`config.mk`:
```
export PLATFORM = sky130hd
export DESIGN_NAME = dvi_rx_decode_flat
export DESIGN_NICKNAME = d
export VERILOG_FILES = /design/src/rtl/dvi_rx_decode_if.sv /design/src/rtl/dvi_rx_decode.sv /design/src/flat_wrapper.sv
export SDC_FILE = /design/constraint.sdc
export NUM_CORES = 1
export LEC_CHECK = 0
export CORE_MARGIN = 2
export CORE_UTILIZATION = 45
export DETAILED_ROUTE_END_ITERATION = 8
export PLACE_DENSITY = 0.63
export SLEW_MARGIN = 20
export SYNTH_ARGS = -nofsm -noshare
export SYNTH_HDL_FRONTEND = slang
export SYNTH_SLANG_ARGS = --single-unit
```
`constraint.sdc`:
```
create_clock -name CLK -period 4 [get_ports CLK]
set_input_delay 0.6 -clock CLK [delete_from_list [all_inputs] [get_ports CLK]]
set_output_delay 0.6 -clock CLK [all_outputs]
set_load 0.02 [all_outputs]
```
`src/rtl/dvi_rx_decode_if.sv`:
```
// Word-rate bus of the DVI receive decoder: raw TMDS words in, decoded video,
// lock status and per-channel alignment offsets out.
interface dvi_rx_decode_if;
    logic [9:0] RX_CH0;
    logic [9:0] RX_CH1;
    logic [9:0] RX_CH2;
    logic [7:0] RX_BLU;
    logic [7:0] RX_GRN;
    logic [7:0] RX_RED;
    logic       RX_HS;
    logic       RX_VS;
    logic       RX_C0;
    logic       RX_C1;
    logic       RX_C2;
    logic       RX_C3;
    logic       RX_DE;
    logic [2:0] RX_LOCK;
    logic [3:0] RX_OFFSET0;
    logic [3:0] RX_OFFSET1;
    logic [3:0] RX_OFFSET2;

    modport master (
        output RX_CH0, RX_CH1, RX_CH2,
        input  RX_BLU, RX_GRN, RX_RED, RX_HS, RX_VS, RX_C0, RX_C1, RX_C2, RX_C3,
        input  RX_DE, RX_LOCK, RX_OFFSET0, RX_OFFSET1, RX_OFFSET2
    );

    modport slave (
        input  RX_CH0, RX_CH1, RX_CH2,
        output RX_BLU, RX_GRN, RX_RED, RX_HS, RX_VS, RX_C0, RX_C1, RX_C2, RX_C3,
        output RX_DE, RX_LOCK, RX_OFFSET0, RX_OFFSET1, RX_OFFSET2
    );
endinterface

```
`src/rtl/dvi_rx_decode.sv`:
```
// TMDS receive decoder: each channel finds its own word boundary by hunting for
// control tokens, then the aligned words are decoded into RGB, sync and DE.
module dvi_rx_decode #(
    parameter bit DVI_RX0   = 1'b0,
    parameter bit DVI_RX1   = 1'b0,
    parameter bit DVI_RX2   = 1'b0,
    parameter int LOCK_CNT  = 32,
    parameter int SEARCH_TO = 4095
) (
    input logic            CLK,
    input logic            RESET,
    dvi_rx_decode_if.slave rx
);
    localparam logic [2:0]  POL      = {DVI_RX2, DVI_RX1, DVI_RX0};
    localparam logic [7:0]  LOCK_LIM = 8'(LOCK_CNT);
    localparam logic [11:0] IDLE_LIM = 12'(SEARCH_TO);
    localparam logic [9:0]  TOK_00   = 10'b1101010100;
    localparam logic [9:0]  TOK_01   = 10'b0010101011;
    localparam logic [9:0]  TOK_10   = 10'b0101010100;
    localparam logic [9:0]  TOK_11   = 10'b1010101011;

    typedef enum logic {ST_SEARCH, ST_LOCKED} state_e;

    logic [2:0][9:0] raw;
    logic [2:0]      is_tok;
    logic [2:0]      locked;
    logic [2:0][1:0] tok_ctl;
    logic [2:0][7:0] dec;
    logic [2:0][3:0] offset;

    assign raw = {rx.RX_CH2, rx.RX_CH1, rx.RX_CH0};

    for (genvar i = 0; i < 3; i++) begin : g_lane
        logic [9:0]  in_r_q, in_r_d, in_rr_q, in_rr_d;
        logic [3:0]  k_q, k_d, k_nxt;
        logic [7:0]  tok_cnt_q, tok_cnt_d;
        logic [11:0] idle_cnt_q, idle_cnt_d;
        state_e      state_q, state_d;
        logic [9:0]  a;
        logic [7:0]  t, d;
        logic        tok;
        logic [1:0]  ctl;

        // in_rr holds the older word, so shifting the 20-bit window right by k
        // walks the boundary forward through the serial bit order.
        always_comb begin
            a   = 10'({in_r_q, in_rr_q} >> k_q);
            tok = 1'b1;
            ctl = 2'b00;
            case (a)
                TOK_00:  ctl = 2'b00;
                TOK_01:  ctl = 2'b01;
                TOK_10:  ctl = 2'b10;
                TOK_11:  ctl = 2'b11;
                default: tok = 1'b0;
            endcase
        end

        always_comb begin
            d    = '0;
            t    = a[9] ? ~a[7:0] : a[7:0];
            d[0] = t[0];
            for (int b = 1; b < 8; b++)
                d[b] = a[8] ? (t[b] ^ t[b-1]) : ~(t[b] ^ t[b-1]);
        end

        always_comb begin
            in_r_d     = raw[i] ^ {10{POL[i]}};
            in_rr_d    = in_r_q;
            k_nxt      = (k_q == 4'd9) ? 4'd0 : k_q + 4'd1;
            state_d    = state_q;
            k_d        = k_q;
            tok_cnt_d  = tok_cnt_q;
            idle_cnt_d = idle_cnt_q;
            case (state_q)
                ST_SEARCH: begin
                    tok_cnt_d  = tok ? tok_cnt_q + 8'd1 : 8'd0;
                    idle_cnt_d = tok ? 12'd0 : idle_cnt_q + 12'd1;
                    if (tok && tok_cnt_d == LOCK_LIM) begin
                        state_d   = ST_LOCKED;
                        tok_cnt_d = '0;
                    end else if (!tok && idle_cnt_d == IDLE_LIM) begin
                        k_d        = k_nxt;
                        tok_cnt_d  = '0;
                        idle_cnt_d = '0;
                    end
                end
                default: begin
                    idle_cnt_d = tok ? 12'd0 : idle_cnt_q + 12'd1;
                    if (!tok && idle_cnt_d == IDLE_LIM) begin
                        state_d    = ST_SEARCH;
                        k_d        = k_nxt;
                        tok_cnt_d  = '0;
                        idle_cnt_d = '0;
                    end
                end
            endcase
        end

        always_ff @(posedge CLK) begin
            if (RESET) begin
                in_r_q     <= '0;
                in_rr_q    <= '0;
                k_q        <= '0;
                tok_cnt_q  <= '0;
                idle_cnt_q <= '0;
                state_q    <= ST_SEARCH;
            end else begin
                in_r_q     <= in_r_d;
                in_rr_q    <= in_rr_d;
                k_q        <= k_d;
                tok_cnt_q  <= tok_cnt_d;
                idle_cnt_q <= idle_cnt_d;
                state_q    <= state_d;
            end
        end

        assign is_tok[i]  = tok;
        assign tok_ctl[i] = ctl;
        assign dec[i]     = d;
        assign locked[i]  = (state_q == ST_LOCKED);
        assign offset[i]  = k_q;
    end

    logic            de_q, de_d;
    logic [2:0][7:0] rgb_q, rgb_d;
    logic [2:0][1:0] ctl_q, ctl_d;

    // Channel 0 decides blanking for all three; control pairs are sticky.
    always_comb begin
        de_d  = 1'b0;
        rgb_d = '0;
        ctl_d = ctl_q;
        if (&locked) begin
            de_d = ~is_tok[0];
            if (!is_tok[0])
                rgb_d = dec;
            for (int i = 0; i < 3; i++)
                if (is_tok[i])
                    ctl_d[i] = tok_ctl[i];
        end
    end

    always_ff @(posedge CLK) begin
        if (RESET) begin
            de_q  <= 1'b0;
            rgb_q <= '0;
            ctl_q <= '0;
        end else begin
            de_q  <= de_d;
            rgb_q <= rgb_d;
            ctl_q <= ctl_d;
        end
    end

    assign rx.RX_BLU     = rgb_q[0];
    assign rx.RX_GRN     = rgb_q[1];
    assign rx.RX_RED     = rgb_q[2];
    assign rx.RX_HS      = ctl_q[0][0];
    assign rx.RX_VS      = ctl_q[0][1];
    assign rx.RX_C0      = ctl_q[1][0];
    assign rx.RX_C1      = ctl_q[1][1];
    assign rx.RX_C2      = ctl_q[2][0];
    assign rx.RX_C3      = ctl_q[2][1];
    assign rx.RX_DE      = de_q;
    assign rx.RX_LOCK    = locked;
    assign rx.RX_OFFSET0 = offset[0];
    assign rx.RX_OFFSET1 = offset[1];
    assign rx.RX_OFFSET2 = offset[2];
endmodule

```
`src/flat_wrapper.sv`:
```
// flat-port wrapper written by rule: the top's interface ports become plain ports
module dvi_rx_decode_flat 
#(
    parameter bit DVI_RX0   = 1'b0,
    parameter bit DVI_RX1   = 1'b0,
    parameter bit DVI_RX2   = 1'b0,
    parameter int LOCK_CNT  = 32,
    parameter int SEARCH_TO = 4095
)
  (CLK, RESET, rx_RX_CH0, rx_RX_CH1, rx_RX_CH2, rx_RX_BLU, rx_RX_GRN, rx_RX_RED, rx_RX_HS, rx_RX_VS, rx_RX_C0, rx_RX_C1, rx_RX_C2, rx_RX_C3, rx_RX_DE, rx_RX_LOCK, rx_RX_OFFSET0, rx_RX_OFFSET1, rx_RX_OFFSET2);
  dvi_rx_decode_if rx_i ();
  input logic CLK;
  input logic RESET;
  input wire logic [$bits(rx_i.RX_CH0)-1:0] rx_RX_CH0;
  input wire logic [$bits(rx_i.RX_CH1)-1:0] rx_RX_CH1;
  input wire logic [$bits(rx_i.RX_CH2)-1:0] rx_RX_CH2;
  output wire logic [$bits(rx_i.RX_BLU)-1:0] rx_RX_BLU;
  output wire logic [$bits(rx_i.RX_GRN)-1:0] rx_RX_GRN;
  output wire logic [$bits(rx_i.RX_RED)-1:0] rx_RX_RED;
  output wire logic [$bits(rx_i.RX_HS)-1:0] rx_RX_HS;
  output wire logic [$bits(rx_i.RX_VS)-1:0] rx_RX_VS;
  output wire logic [$bits(rx_i.RX_C0)-1:0] rx_RX_C0;
  output wire logic [$bits(rx_i.RX_C1)-1:0] rx_RX_C1;
  output wire logic [$bits(rx_i.RX_C2)-1:0] rx_RX_C2;
  output wire logic [$bits(rx_i.RX_C3)-1:0] rx_RX_C3;
  output wire logic [$bits(rx_i.RX_DE)-1:0] rx_RX_DE;
  output wire logic [$bits(rx_i.RX_LOCK)-1:0] rx_RX_LOCK;
  output wire logic [$bits(rx_i.RX_OFFSET0)-1:0] rx_RX_OFFSET0;
  output wire logic [$bits(rx_i.RX_OFFSET1)-1:0] rx_RX_OFFSET1;
  output wire logic [$bits(rx_i.RX_OFFSET2)-1:0] rx_RX_OFFSET2;
  assign rx_i.RX_CH0 = rx_RX_CH0;
  assign rx_i.RX_CH1 = rx_RX_CH1;
  assign rx_i.RX_CH2 = rx_RX_CH2;
  assign rx_RX_BLU = rx_i.RX_BLU;
  assign rx_RX_GRN = rx_i.RX_GRN;
  assign rx_RX_RED = rx_i.RX_RED;
  assign rx_RX_HS = rx_i.RX_HS;
  assign rx_RX_VS = rx_i.RX_VS;
  assign rx_RX_C0 = rx_i.RX_C0;
  assign rx_RX_C1 = rx_i.RX_C1;
  assign rx_RX_C2 = rx_i.RX_C2;
  assign rx_RX_C3 = rx_i.RX_C3;
  assign rx_RX_DE = rx_i.RX_DE;
  assign rx_RX_LOCK = rx_i.RX_LOCK;
  assign rx_RX_OFFSET0 = rx_i.RX_OFFSET0;
  assign rx_RX_OFFSET1 = rx_i.RX_OFFSET1;
  assign rx_RX_OFFSET2 = rx_i.RX_OFFSET2;
  dvi_rx_decode #(.DVI_RX0(DVI_RX0), .DVI_RX1(DVI_RX1), .DVI_RX2(DVI_RX2), .LOCK_CNT(LOCK_CNT), .SEARCH_TO(SEARCH_TO)) u_core (.CLK(CLK), .RESET(RESET), .rx(rx_i));
endmodule
```
==> flow_metrics.tcl, run 1 <==
set metrics [dict create \
    status "finished, final reports clean" \
    synth.avg_cell_area_um2 9.58 \
    rsz0062_at_grt "false" \
    cp_max_fo 21 \
    maxClockFrequency_mhz 283 \
    ant_nets 0 \
    postPlaceCellArea_um2 10800 \
    io_buffer_count 77 \
    hold_class "flop to flop" \
    r2r_slack_ps 460 \
    dieArea_um2 23000 \
    ys_seq_area_share_pct 33.8 \
    h-tree-depth 4 \
    vias 8010 \
    clk_pin_slew_ps 70 \
    place_hpwl_um 16900 \
    die_height_um 152 \
    root_buffer "clkbuf_16" \
    finalNetCount 1120 \
    final_util_pct 52.7 \
    grt_pass1_wl_um 38000 \
    synth_simple_gate_area_share_pct 22.1 \
    r2r-end "u_core.g_lane[0].tok_cnt_q[0]" \
    synth-xor-area-share_pct 6.60 \
    yosys.area.top_type_share_pct 33.8 \
    postSynthCellCount 1025 \
    cts_hold_buf 0 \
    synth_compound_area_share_pct 12.9 \
    track_usage_pct 20.7 \
    post_layout_nonfiller_instances 1375 \
    crit-reg2reg-launch "u_core.rx.RX_OFFSET0[1]" \
    synth_nets 1063 \
    synth_top_family_by_area "simple AND/OR/NAND/NOR gates" \
    finalCritPeriodShare_pct 88.5 \
    grt_max_degree 53 \
    cp-end-kind "flop" \
    post_cts_buffers 0 \
    antennaDiodeCount 0 \
    vdd_ir_drop_max_v 0.000254 \
    row_count 54 \
    slew-limit-headroom_pct 41.4 \
    die_w_um 152 \
    cts_buffers 17 \
    power.leakage_uw 0.00376 \
    critPathRequiredTime_ps 4280 \
    maxSlewViolCount 0 \
    worstSkewPairLatency_ps 430 \
    holdPathStages 1 \
    yosys_most_used_dff "dfxtp_1" \
    yosys_warnings 0 \
    synthArstFlopShare_pct 0 \
    worstRegToRegCells 7 \
    first_global_vias 7281 \
    hold_violations 0 \
    wire_per_inst_um 16.8 \
    hold_end "u_core.g_lane[0].idle_cnt_q[0]" \
    io_pins 78 \
    dp_slack_ps 470 \
    hp-start "u_core.g_lane[0].idle_cnt_q[0]" \
    fin_ws_ps 461 \
    drt_iter0_markers 496 \
    startpoint_type "flop" \
    synthAdderAreaFrac_pct 0.764 \
    syn_to_final_growth_pct 16.1 \
    fin_crit_ps 3540 \
    finalSetupViolCount 0 \
    grt-ovfl-total 0 \
    drc 0 \
    cap_violations 0 \
    synth_area_leaders "dfxtp_1, mux4_2, nor2b_1" \
    yosysTopAreaCell "dfxtp_1" \
    worst_pin_slew_ps 878 \
    final_area_um2 11400 \
    cts_tree "built" \
    start_util_pct 45.4 \
    cts_resized 0 \
    dp_cells 1343 \
    clock_sinks 166 \
    crit_type "flop to flop" \
    synth_enable_flop_cells 0 \
    drt-total-wl_um 23100 \
    ys_types 80 \
    fin_skew_ps 12.8 \
    power.density_nw_per_um2 317 \
    routabilityCongestion 0.917 \
    cts_buffer_depth 2 \
    drt-pass1-iter-count 5 \
    synthMuxAreaShare_pct 18.9 \
    tns_ps 0 \
    antenna_found_initial 0 \
    cp.arrival_ps 3820 \
    drive_gt1_share_pct 13.5 \
    viasPerCell 5.83 \
    coreArea_um2 21600 \
    syn_area_um2 9820 \
    synth_seq_cells 166 \
]
flip-flops by register name, summed over array words and instances, names as in the netlist, 3 cells and up:
signal                    cells
u_core.rx.RX_OFFSET0          4
u_core.rx.RX_GRN              8
u_core.g_lane.in_rr_q        30
u_core.g_lane.idle_cnt_q     36
u_core.g_lane.in_r_q         30
u_core.rx.RX_RED              8
u_core.rx.RX_BLU              8
u_core.rx.RX_OFFSET1          4
u_core.g_lane.tok_cnt_q      24
u_core.rx.RX_OFFSET2          4
u_core.g_lane.state_q         3
routing by layer:
metal	GRT usage [%]	up-vias	part of all wire, %
met4	6.30	0	1.7
met2	33.0	199	46
met5	0	-	0
met1	28.6	3871	47
met3	4.25	34	4.6
li1	-	3906	-
layout by cell type, fill, tap and decap left out, types with 6 or more instances in the layout:
cell and n:
nor4_1 13, o22ai_1 11, nand3_1 27, xor2_1 27
xnor2_1 47, clkbuf_16 17, mux4_2 59, dfxtp_1 166
nor3_1 14, o221ai_1 11, and4_1 9, ha_1 6
or4_1 8, nand2_1 57, inv_1 44, o31ai_1 10
mux2i_1 23, a31oi_1 11, nand4_1 20, and2_1 9
and3_1 9, nor2_1 111, o21ai_0 36, a21oi_1 19
mux2_2 15, clkdlybuf4s50_1 76, a22oi_1 12, nor2b_1 80
buf_4 17, a2111oi_0 6
cell usage after synthesis (23+ instances only):
master,count
dfxtp_1,166
nor2_1,111
nor2b_1,80
mux4_2,59
nand2_1,57
xnor2_1,47
inv_1,44
o21ai_0,36
nand3_1,27
xor2_1,27
clkbuf_1,24
mux2i_1,23
power by group:
part	internal [uW]	switching, uW
Combinational	141	124
Sequential	1690	48.1
Clock	893	724
Total	2720	896
cells by family (layout without fill, tap and decap cells):
kind of cell,after synthesis,count (layout)
and+or+nand+nor,400,400
DFF,166,166
adders and majority gates,6,6
buffers and inverters,104,174
muxes,102,102
xor gates and xnor gates,74,74
AOI/OAI and AO/OA,173,173
worst max path at each step:
stage / depth (start not counted) / slack, ps / to / startpoint
global route: 7 / 110 / u_core.g_lane[0].tok_cnt_q[1] / u_core.rx.RX_OFFSET0[1]
CTS: 8 / 470 / u_core.g_lane[0].tok_cnt_q[0] / u_core.rx.RX_OFFSET0[1]
global placement: 7 / 560 / u_core.g_lane[0].tok_cnt_q[0] / u_core.rx.RX_OFFSET0[1]
finish: 7 / 460 / u_core.g_lane[0].tok_cnt_q[0] / u_core.rx.RX_OFFSET0[1]
floorplan: 8 / 1020 / u_core.rx.RX_OFFSET2[2] / u_core.rx.RX_OFFSET2[1]
detailed placement: 8 / 470 / u_core.g_lane[0].tok_cnt_q[0] / u_core.rx.RX_OFFSET0[1]
worst max-delay path: stages, from the launching register on:
cell,delay [ps]
dfxtp_1,890
mux4_2,610
mux2i_1,400
a2111oi_0,140
o21bai_1,220
and4_1,330
o311ai_2,640
mux2i_1,150
area by class of cell:
class | count | area (um2)
clock buffer | 19 | 443
clock inverter | 13 | 135
fill | 1993 | 10200
inverter | 45 | 169
multi-input combinational | 755 | 6020
sequential | 166 | 3320
tap | 280 | 350
timing repair buffer | 97 | 968
per-stage QoR:
stage                     hold slack (ps)  power [uW]
after CTS                             456        3660
after global routing                  475        3760
after global placement                434        2040
final                                 456        3620
after floorplan                       420        1950
after detailed placement              444        2040
(Power assumes the default switching activity.)
==> inputs of run 2 (changes only) <==
- CTS_CLUSTER_DIAMETER: default -> 60
==> results of run 2 <==
Same layout as run 1: the final DEF is identical, and so are final timing and power.
